[config.mk]
export PLATFORM = sky130hd
export DESIGN_NAME = mc_control_seq
export DESIGN_NICKNAME = d
export VERILOG_FILES = /design/src/rtl/ctrl_pkg.sv /design/src/rtl/ctrl_wait_counter.sv /design/src/rtl/mc_control_seq.sv
export SDC_FILE = /design/constraint.sdc
export NUM_CORES = 1
export LEC_CHECK = 0
export ABC_AREA = 1
export CAP_MARGIN = 20
export CORE_MARGIN = 2
export CORE_UTILIZATION = 49
export DETAILED_ROUTE_END_ITERATION = 8
export PLACE_DENSITY = 0.79
export SETUP_SLACK_MARGIN = 0.05
export SLEW_MARGIN = 30
export SYNTH_ARGS = -nofsm -noshare
export SYNTH_HDL_FRONTEND = slang
export SYNTH_SLANG_ARGS = --single-unit
[constraint.sdc]
create_clock -name clk_i -period 2.4 [get_ports clk_i]
set_clock_uncertainty 0.2 [all_clocks]
set_input_delay 0.36 -clock clk_i [delete_from_list [all_inputs] [get_ports clk_i]]
set_output_delay 0.36 -clock clk_i [all_outputs]
set_load 0.05 [all_outputs]
[src/rtl/ctrl_pkg.sv]
// rtl/ctrl_pkg.sv - state encodings, control codes and state-to-control decode for mc_control_seq
package ctrl_pkg;

  typedef enum logic [4:0] {
    S_RST      = 5'd0,
    S_FETCH    = 5'd1,
    S_LATCH    = 5'd2,
    S_DECODE   = 5'd3,
    S_ADD      = 5'd4,
    S_SUB      = 5'd5,
    S_AND      = 5'd6,
    S_WB       = 5'd7,
    S_MD_START = 5'd8,
    S_MD_WAIT  = 5'd9,
    S_MD_WRITE = 5'd10,
    S_EXC_EPC  = 5'd11,
    S_EXC_READ = 5'd12,
    S_EXC_LOAD = 5'd13,
    S_EXC_JUMP = 5'd14
  } state_e;

  localparam logic [2:0] ALU_ADD = 3'b001, ALU_SUB = 3'b010, ALU_AND = 3'b011;
  localparam logic [2:0] PCSRC_ALU = 3'b001, PCSRC_MDR = 3'b011;
  localparam logic [2:0] MADR_PC = 3'b000, MADR_OVF = 3'b011, MADR_OPC = 3'b100, MADR_DIV = 3'b101;
  localparam logic [5:0] FN_ADD = 6'h20, FN_SUB = 6'h22, FN_AND = 6'h24, FN_MULT = 6'h18, FN_DIV = 6'h1A;
  localparam logic [2:0] CAUSE_NONE = 3'd0, CAUSE_OVF = 3'd1, CAUSE_OPC = 3'd2,
                         CAUSE_DIV0 = 3'd3, CAUSE_TMO = 3'd4;

  typedef struct packed {
    logic       pc_write, ir_write, reg_write, a_write, b_write, alu_out_write;
    logic       epc_write, md_write, mem_wr_rd, divor_mult, write_hi, write_lo;
    logic [2:0] pc_source, mem_adrs_src;
    logic [1:0] md_control, write_in;
    logic [2:0] write_data_src, alu_control;
    logic [1:0] alu_src_a, alu_src_b, mult, div;
  } ctrl_t;

  function automatic logic [2:0] cause_vector(input logic [2:0] cause);
    case (cause)
      CAUSE_OVF:            return MADR_OVF;
      CAUSE_OPC:            return MADR_OPC;
      CAUSE_DIV0, CAUSE_TMO: return MADR_DIV;
      default:              return MADR_PC;
    endcase
  endfunction

  function automatic ctrl_t decode_ctrl(input state_e s, input logic [2:0] cause, input logic is_div);
    ctrl_t c;
    c = '0;
    case (s)
      S_FETCH:    begin c.alu_src_b = 2'b01; c.alu_control = ALU_ADD; end
      S_LATCH:    begin c.ir_write = 1'b1; c.pc_write = 1'b1; c.pc_source = PCSRC_ALU; end
      S_DECODE:   begin
        c.a_write = 1'b1; c.b_write = 1'b1; c.alu_out_write = 1'b1;
        c.alu_src_b = 2'b11; c.alu_control = ALU_ADD;
      end
      S_ADD:      begin c.alu_src_a = 2'b01; c.alu_out_write = 1'b1; c.alu_control = ALU_ADD; end
      S_SUB:      begin c.alu_src_a = 2'b01; c.alu_out_write = 1'b1; c.alu_control = ALU_SUB; end
      S_AND:      begin c.alu_src_a = 2'b01; c.alu_out_write = 1'b1; c.alu_control = ALU_AND; end
      S_WB:       begin c.write_in = 2'b01; c.reg_write = 1'b1; end
      S_MD_START: begin
        c.divor_mult = is_div;
        if (is_div) c.div = 2'b01;
        else        c.mult = 2'b01;
      end
      S_MD_WAIT:  c.divor_mult = is_div;
      S_MD_WRITE: begin c.write_hi = 1'b1; c.write_lo = 1'b1; end
      S_EXC_EPC:  begin
        c.alu_src_b = 2'b01; c.alu_control = ALU_SUB; c.epc_write = 1'b1;
        c.mem_adrs_src = cause_vector(cause);
      end
      S_EXC_READ: c.mem_adrs_src = cause_vector(cause);
      S_EXC_LOAD: begin c.md_write = 1'b1; c.md_control = 2'b10; end
      S_EXC_JUMP: begin c.pc_write = 1'b1; c.pc_source = PCSRC_MDR; end
      default:    c = '0;
    endcase
    return c;
  endfunction

endpackage

[src/rtl/ctrl_wait_counter.sv]
// rtl/ctrl_wait_counter.sv - clearable up-counter saturating at a terminal count
module ctrl_wait_counter #(
  parameter int W = 4
) (
  input  logic         clk_i,
  input  logic         rst_i,
  input  logic         clr_i,
  input  logic         en_i,
  input  logic [W-1:0] tc_i,
  output logic         done_o
);

  logic [W-1:0] cnt_q;

  always_ff @(posedge clk_i) begin
    if (rst_i || clr_i)            cnt_q <= '0;
    else if (en_i && cnt_q != tc_i) cnt_q <= cnt_q + 1'b1;
  end

  assign done_o = (cnt_q == tc_i);

endmodule

[src/rtl/mc_control_seq.sv]
// rtl/mc_control_seq.sv - multicycle control sequencer with wait states, exceptions and MULT/DIV handshake
module mc_control_seq
  import ctrl_pkg::*;
#(
  parameter int MEM_WAIT   = 1,
  parameter int MD_TIMEOUT = 34,
  parameter int EXC_ENABLE = 1
) (
  input  logic       clk_i,
  input  logic       rst_i,
  input  logic [5:0] opcode_i,
  input  logic [5:0] funct_i,
  input  logic       o_i,
  input  logic       md_done_i,
  input  logic       div_zero_i,
  output logic       pc_write_o,
  output logic       ir_write_o,
  output logic       reg_write_o,
  output logic       a_write_o,
  output logic       b_write_o,
  output logic       alu_out_write_o,
  output logic       epc_write_o,
  output logic       md_write_o,
  output logic       mem_wr_rd_o,
  output logic       divor_mult_o,
  output logic       write_hi_o,
  output logic       write_lo_o,
  output logic [2:0] pc_source_o,
  output logic [2:0] mem_adrs_src_o,
  output logic [1:0] md_control_o,
  output logic [1:0] write_in_o,
  output logic [2:0] write_data_src_o,
  output logic [2:0] alu_control_o,
  output logic [1:0] alu_src_a_o,
  output logic [1:0] alu_src_b_o,
  output logic [1:0] mult_o,
  output logic [1:0] div_o,
  output logic [2:0] exc_cause_o,
  output logic [4:0] state_dbg_o
);

  localparam int              MW_W   = $clog2(MEM_WAIT + 1) + 1;
  localparam logic [MW_W-1:0] MEM_TC = MW_W'(MEM_WAIT);
  localparam logic [7:0]      MD_TC  = 8'(MD_TIMEOUT - 1);

  state_e     state_q, state_d;
  logic [2:0] cause_q, cause_d;
  logic       is_div_q, is_div_d;
  ctrl_t      ctrl_q;
  logic       state_chg, mem_done, md_tmo;

  assign state_chg = (state_d != state_q);

  ctrl_wait_counter #(.W(MW_W)) u_mem_wait (
    .clk_i (clk_i), .rst_i (rst_i), .clr_i (state_chg),
    .en_i  (state_q == S_FETCH || state_q == S_EXC_READ),
    .tc_i  (MEM_TC), .done_o (mem_done)
  );

  ctrl_wait_counter #(.W(8)) u_md_timeout (
    .clk_i (clk_i), .rst_i (rst_i), .clr_i (state_chg),
    .en_i  (state_q == S_MD_WAIT),
    .tc_i  (MD_TC), .done_o (md_tmo)
  );

  always_comb begin
    state_d  = state_q;
    cause_d  = cause_q;
    is_div_d = is_div_q;
    case (state_q)
      S_RST:      state_d = S_FETCH;
      S_FETCH:    if (mem_done) state_d = S_LATCH;
      S_LATCH:    state_d = S_DECODE;
      S_DECODE: begin
        is_div_d = 1'b0;
        if (opcode_i != 6'd0) begin
          state_d = S_EXC_EPC; cause_d = CAUSE_OPC;
        end else begin
          case (funct_i)
            FN_ADD:  state_d = S_ADD;
            FN_SUB:  state_d = S_SUB;
            FN_AND:  state_d = S_AND;
            FN_MULT: state_d = S_MD_START;
            FN_DIV:  begin state_d = S_MD_START; is_div_d = 1'b1; end
            default: begin state_d = S_EXC_EPC; cause_d = CAUSE_OPC; end
          endcase
        end
      end
      S_ADD, S_SUB: begin
        if (o_i && EXC_ENABLE != 0) begin
          state_d = S_EXC_EPC; cause_d = CAUSE_OVF;
        end else begin
          state_d = S_WB;
        end
      end
      S_AND:      state_d = S_WB;
      S_WB:       state_d = S_FETCH;
      S_MD_START: state_d = S_MD_WAIT;
      // divisor-zero beats done, and done beats a timeout landing on the same cycle
      S_MD_WAIT: begin
        if (div_zero_i)     begin state_d = S_EXC_EPC; cause_d = CAUSE_DIV0; end
        else if (md_done_i) state_d = S_MD_WRITE;
        else if (md_tmo)    begin state_d = S_EXC_EPC; cause_d = CAUSE_TMO; end
      end
      S_MD_WRITE: state_d = S_FETCH;
      S_EXC_EPC:  state_d = S_EXC_READ;
      S_EXC_READ: if (mem_done) state_d = S_EXC_LOAD;
      S_EXC_LOAD: state_d = S_EXC_JUMP;
      S_EXC_JUMP: state_d = S_FETCH;
      default:    state_d = S_RST;
    endcase
  end

  // Outputs are registered from the next-state decode so they stay a pure function of state_q
  always_ff @(posedge clk_i) begin
    if (rst_i) begin
      state_q  <= S_RST;
      cause_q  <= CAUSE_NONE;
      is_div_q <= 1'b0;
      ctrl_q   <= '0;
    end else begin
      state_q  <= state_d;
      cause_q  <= cause_d;
      is_div_q <= is_div_d;
      ctrl_q   <= decode_ctrl(state_d, cause_d, is_div_d);
    end
  end

  assign pc_write_o       = ctrl_q.pc_write;
  assign ir_write_o       = ctrl_q.ir_write;
  assign reg_write_o      = ctrl_q.reg_write;
  assign a_write_o        = ctrl_q.a_write;
  assign b_write_o        = ctrl_q.b_write;
  assign alu_out_write_o  = ctrl_q.alu_out_write;
  assign epc_write_o      = ctrl_q.epc_write;
  assign md_write_o       = ctrl_q.md_write;
  assign mem_wr_rd_o      = ctrl_q.mem_wr_rd;
  assign divor_mult_o     = ctrl_q.divor_mult;
  assign write_hi_o       = ctrl_q.write_hi;
  assign write_lo_o       = ctrl_q.write_lo;
  assign pc_source_o      = ctrl_q.pc_source;
  assign mem_adrs_src_o   = ctrl_q.mem_adrs_src;
  assign md_control_o     = ctrl_q.md_control;
  assign write_in_o       = ctrl_q.write_in;
  assign write_data_src_o = ctrl_q.write_data_src;
  assign alu_control_o    = ctrl_q.alu_control;
  assign alu_src_a_o      = ctrl_q.alu_src_a;
  assign alu_src_b_o      = ctrl_q.alu_src_b;
  assign mult_o           = ctrl_q.mult;
  assign div_o            = ctrl_q.div;
  assign exc_cause_o      = cause_q;
  assign state_dbg_o      = state_q;

endmodule
# Word level (Yosys, flattened, before mapping)

Cells that the tools add are included.

Register bits after elaboration: 55
Bits in latches: 0
Bits in writable memories: 0
ROM bits: 0
Output and inout bits: 44
Word-level logic and storage cells: 132
Memories: 0

Add/sub/neg operators: 2
Multiply operators: 0
Div/mod/pow operators: 0
Magnitude comparators: 0
Equal/unequal tests: 42
Shift-type cells: 0
Mux-type cells: 36
Bitwise logic cells: 3
Reductions and logical operators: 22

Operator list:

| cell                                                                    | number |
|---|---|
| 5-bit by 4-bit equality test with 1-bit output, second input constant   | 14 |
| 5-bit case mux with 11 select lines                                     | 1 |
| 5-bit by 3-bit equality test with 1-bit output, second input constant   | 8 |
| 5-bit two-way mux                                                       | 5 |
| 2-bit OR reduction                                                      | 11 |
| 5-bit by 2-bit equality test with 1-bit output, second input constant   | 4 |
| 6-bit equality test, second input constant                              | 3 |
| 3-bit two-way mux                                                       | 6 |
| 3-bit case mux with 3 select lines                                      | 2 |
| 4-bit case mux with 4 select lines                                      | 1 |
| 1-bit two-way mux                                                       | 13 |
| 6-bit by 5-bit equality test with 1-bit output, second input constant   | 2 |
| 5-bit by 1-bit equality test with 1-bit output, second input constant   | 2 |
| 8-bit by 1-bit adder with 8-bit output, second input constant           | 1 |
| 8-bit by 6-bit equality test with 1-bit output, second input constant   | 1 |
| 4-bit two-way mux                                                       | 2 |
| 8-bit by 6-bit inequality test with 1-bit output, second input constant | 1 |
| 2-bit case mux with 2 select lines                                      | 2 |
| 4-bit OR reduction                                                      | 2 |
| 3-bit by 2-bit equality test with 1-bit output, second input constant   | 2 |
| 2-bit two-way mux                                                       | 3 |
| 2-bit case mux with 3 select lines                                      | 1 |
| 6-bit nonzero test                                                      | 1 |
| 3-bit OR reduction                                                      | 2 |
| 11 further kinds                                                        | 15 |

# Logic depth before layout (Yosys ltp)

Gate-level depths: netlist of run 1.

Word-level depth: 9
Mapped depth: 14
Depth with buffers taken out: 13

# By module

A second synthesis of run 1 with hierarchy kept.

Cells, all modules: 381
Area, all modules: 2431.1 µm²

Modules (own cells, without submodules):

| module                            | instances | cells each | area an instance (µm²) | sequential area each (µm²) |
|---|---|---|---|---|
| mc_control_seq                    | 1         | 264        | 1729.2                 | 560.5 |
| ctrl_wait_counter at u_md_timeout | 1         | 92         | 566.8                  | 160.2 |
| ctrl_wait_counter at u_mem_wait   | 1         | 25         | 135.1                  | 40.0 |

# Least setup slack after synthesis of run 1

OpenSTA, ideal clock, no wires.

Path kind: register to register
Start point: register state_q[4], in the netlist state_dbg_o[4]
End point: register u_mem_wait.cnt_q[1]
Setup time: 119 ps
Arrival: 1882 ps
Data required time: 2081 ps
Slack: 200 ps
Stages on the path, launching flop included: 12
Clock period less this slack: 2200 ps
Cells stage by stage: dfxtp_1 -> inv_1 -> nand3_1 -> nand2_1 -> nor2_2 -> nand2_1 -> nor2_1 -> nand2_1 -> nand2_1 -> nand2_1 -> nand3_4 -> nor2_2

Longest elaborated chain between the ends: 6
Elaborated cells on any way between the ends: 27
Those cells by class: eq/ne (15); mux (6); reduce/logical (6)

Ends and longest elaborated chain:

| what                                                                        | RTL line                | source |
|---|---|---|
| start: declaration                                                          | mc_control_seq.sv:46    | `state_e state_q, state_d;` |
| start signal: assignment                                                    | mc_control_seq.sv:122   | `state_q <= state_d;` |
| branches (longest 6 deep; another with 5-bit case mux with 11 select lines) | n/a                     |  |
| end signal: assignment                                                      | ctrl_wait_counter.sv:17 | `else if (en_i && cnt_q != tc_i) cnt_q <= cnt_q + 1'b1;` |
| end: declaration                                                            | ctrl_wait_counter.sv:13 | `logic [W-1:0] cnt_q;` |

Parallel ways; which one is timed is not known.
A chain may end at the register's enable or synchronous reset.

# Final worst setup path of run 1

Start point: register state_q[3], in the netlist state_dbg_o[3]
End point: output port state_dbg_o[3]

RTL lines:

| what             | RTL line             | source |
|---|---|---|
| end: declaration | mc_control_seq.sv:39 | `output logic [4:0] state_dbg_o` |

No word-level cell between the ends.

==> results.toml, run 1 <==
[timing]
worst_slack_ps = 95.3
tightest_slew_ps = 519
setup_tns_ps = 0
slew_violations = 0
fmax_mhz = 434
finalCritPeriodShare = 0.960
finalHoldViolations = 0
finalCriticalPeriod_ps = 2300
slew_headroom = 0.653
rsz0062_at_grt = "no"
finalSetupViolations = 0

[power]
leakage_uw = 0.00138
p_per_area_nw_per_um2 = 504
vdd_drop_max_v = 0.000380
total_power_uw = 1490

[clock_network]
cts_sinks = 39
cts_root_buf = "clkbuf_8"
cts_tree = "done"
clk_latency_ps = 300
clk_pin_slew_worst_paths_ps = 70
cts_buffers = 5
clk_path_buf_depth = 2
cts_max_level = 2
postCtsSetupBuffers = 0

[grt]
grt_overflow = 0
grt_pass1_vias = 1989
grt_pass1_wl_um = 8630
antenna_found_initial = 0
grtUsageTotal = 0.206
grt_max_degree = 14

[placed_design]
placed_area_um2 = 2810
dp_hpwl_um = 4000
dp_slack_ps = -53.4
port-buffer-count = 49
gp_congestion = 0.983

[critical_path]
crit_family = "buffers and inverters"
rr_startpoint = "state_dbg_o[3]"
rrSetupSlack_ps = 250
cp.buffers_inverters = 1
cpPeakStageDelay_ps = 900
timing.rr.end = "u_md_timeout.cnt_q[0]"
r2r_cells = 11
slowest_stage = "clkdlybuf4s50_1"
startpoint_type = "register"
cp_max_fo = 9
path_cells = "clkdlybuf4s50_1"
cp.arrival_ps = 1740
crit_type = "register to output pin"
required_ps = 1840
cp-end-kind = "output pin"

[final_layout]
final_area_um2 = 2960
nFillCells = 391
antennaDiodeCount = 0
area_growth_pct = 27.7
nets = 412
drive_gt1_frac = 0.158

[run]
cap_violations = 0

[min_path]
worst_hold_startpoint = "is_div_q"
hold_path_end = "mult_o[0]"
min_path_type = "register to register"
worstHoldPathCells = 3

[detailed_routing]
ant_nets = 0
vias = 2102
finalWirelength_um = 5090
drtIter0Drc = 89
via_per_inst = 4.72
drt-pass1-iter-count = 4
drc = 0
wl_per_cell_um = 11.4

[floorplan]
die_area_um2 = 5290
ios = 61
coreArea_um2 = 4440
die_h_um = 72.7
core.rowCount = 24
fp.dieW_um = 72.7
start_util = 0.521

[synthesis]
synth_seq_cells = 39
yosys.area.top_type = "dfxtp_1"
syn_inst = 339
yosysMostFrequentCell = "nand2_1"
synthTopCellsByCount = "79 x nand2_1, 45 x inv_1, 44 x nor2_1"
yosysSeqAreaShare = 0.337
synth_cell_type_count = 34
yosysTopAreaCellShare = 0.337
yosysWarnings = 0
synth_area_um2 = 2310
synth_flop_cell = "dfxtp_1"
synth_area_leaders = "dfxtp_1 34%, nand2_1 13%, inv_1 7.3%, nor2_1 7.1%, nand3_1 6.3%"
synth_edf_count = 0
async_reset_ff_frac = 0
avgSynthCellArea_um2 = 6.82

[status]
status = "complete, no violations"
## cell families (layout without fill, tap and decap cells)
kind of cell             count (synthesis)  after routing  share of synthesized area
flip-flops                              39             39                      0.337
adder cells (fa/ha/maj)                  3              3                     0.0162
other                                    1             12                    0.00162
XOR/XNOR                                 8              8                     0.0303
AO/OA/AOI/OAI                           13             13                     0.0314
AND/OR/NAND/NOR                        203            203                      0.431
buffers and inverters                   72            115                      0.152
## cell type report
| cell class | instances | area [um2] | share of cell area |
|---|---|---|---|
| multi-input cells | 239 | 1230 | 0.418 |
| flip-flops and latches | 39 | 782 | 0.265 |
| repair buffers | 56 | 543 | 0.184 |
| inverters | 51 | 194 | 0.0656 |
| clock buffers | 5 | 68.8 | 0.0233 |
| clock inverters | 3 | 67.6 | 0.0229 |
| well taps | 52 | 65.1 | 0.0220 |
## flip-flops by register name, summed over array words and instances (netlist names), 2 cells and up
signal,count
mem_adrs_src_o,3
u_mem_wait.cnt_q,2
state_dbg_o,5
u_md_timeout.cnt_q,8
alu_src_b_o,2
alu_control_o,2
exc_cause_o,3
## report_power, final
part	total [uW]	internal, uW	switching [uW]
clock	651	414	236
combinational	182	58.7	123
sequential	657	652	5.12
total	1490	1130	364
## cell usage in the layout, fill, tap and decap left out, drive strengths merged
cell type and instances:
nand2 87, nor2 68, inv 50, clkdlybuf4s50 49, dfxtp 39, nand3 35, conb 12, a21oi 7
xor2 7, buf 7, clkbuf 5, nor3 4, nand4 3, o21ai 3, ha 3, bufinv 2
nor3b 2, clkinv 1, nand3b 1, o211ai 1, nor2b 1, nor4 1, a21boi 1, o21bai 1
xnor2 1, and2 1, clkinvlp 1
## metal layers
| layer | global-route usage | vias to the layer above | share of wire |
|---|---|---|---|
| met5 | 0 | - | 0 |
| met4 | 0.0617 | 0 | 0.016 |
| met3 | 0.0497 | 8 | 0.059 |
| met2 | 0.351 | 65 | 0.47 |
| met1 | 0.259 | 911 | 0.45 |
| li1 | - | 1118 | - |
## metrics by stage
step	instances	hold slack (ps)	util
finish	445	320	0.665
floorplan	350	284	-
global placement	437	301	0.631
detailed placement	437	310	0.631
CTS	445	322	0.662
global route	445	392	0.665
## worst max-delay path by stage
stage              startpoint               endpoint  slack, ps  cells past startpoint
6_report       state_dbg_o[3]         state_dbg_o[3]        100                      1
5_1_grt            funct_i[5]               div_o[0]         50                     12
3_5_place_dp       funct_i[5]  u_md_timeout.cnt_q[7]        -50                     12
2_1_floorplan  state_dbg_o[4]    u_mem_wait.cnt_q[1]        200                     11
3_3_place_gp       funct_i[5]    u_mem_wait.cnt_q[1]         60                     12
4_1_cts        state_dbg_o[3]         state_dbg_o[3]        120                      1
## what timing repair did
action,CTS,global route
setup endpoints to repair,0,14
resized for setup,0,4
hold buffers,0,0
(Power assumes the default switching activity.)
==> run 2: changes to the inputs <==
--- a/config.mk
+++ b/config.mk
@@ -10,6 +10,7 @@
 export CORE_MARGIN = 2
 export CORE_UTILIZATION = 49
 export DETAILED_ROUTE_END_ITERATION = 8
+export HOLD_SLACK_MARGIN = 0.15
 export PLACE_DENSITY = 0.79
 export SETUP_SLACK_MARGIN = 0.05
 export SLEW_MARGIN = 30
==> results of run 2 <==
Final layout, timing and power as in run 1 (identical DEF).
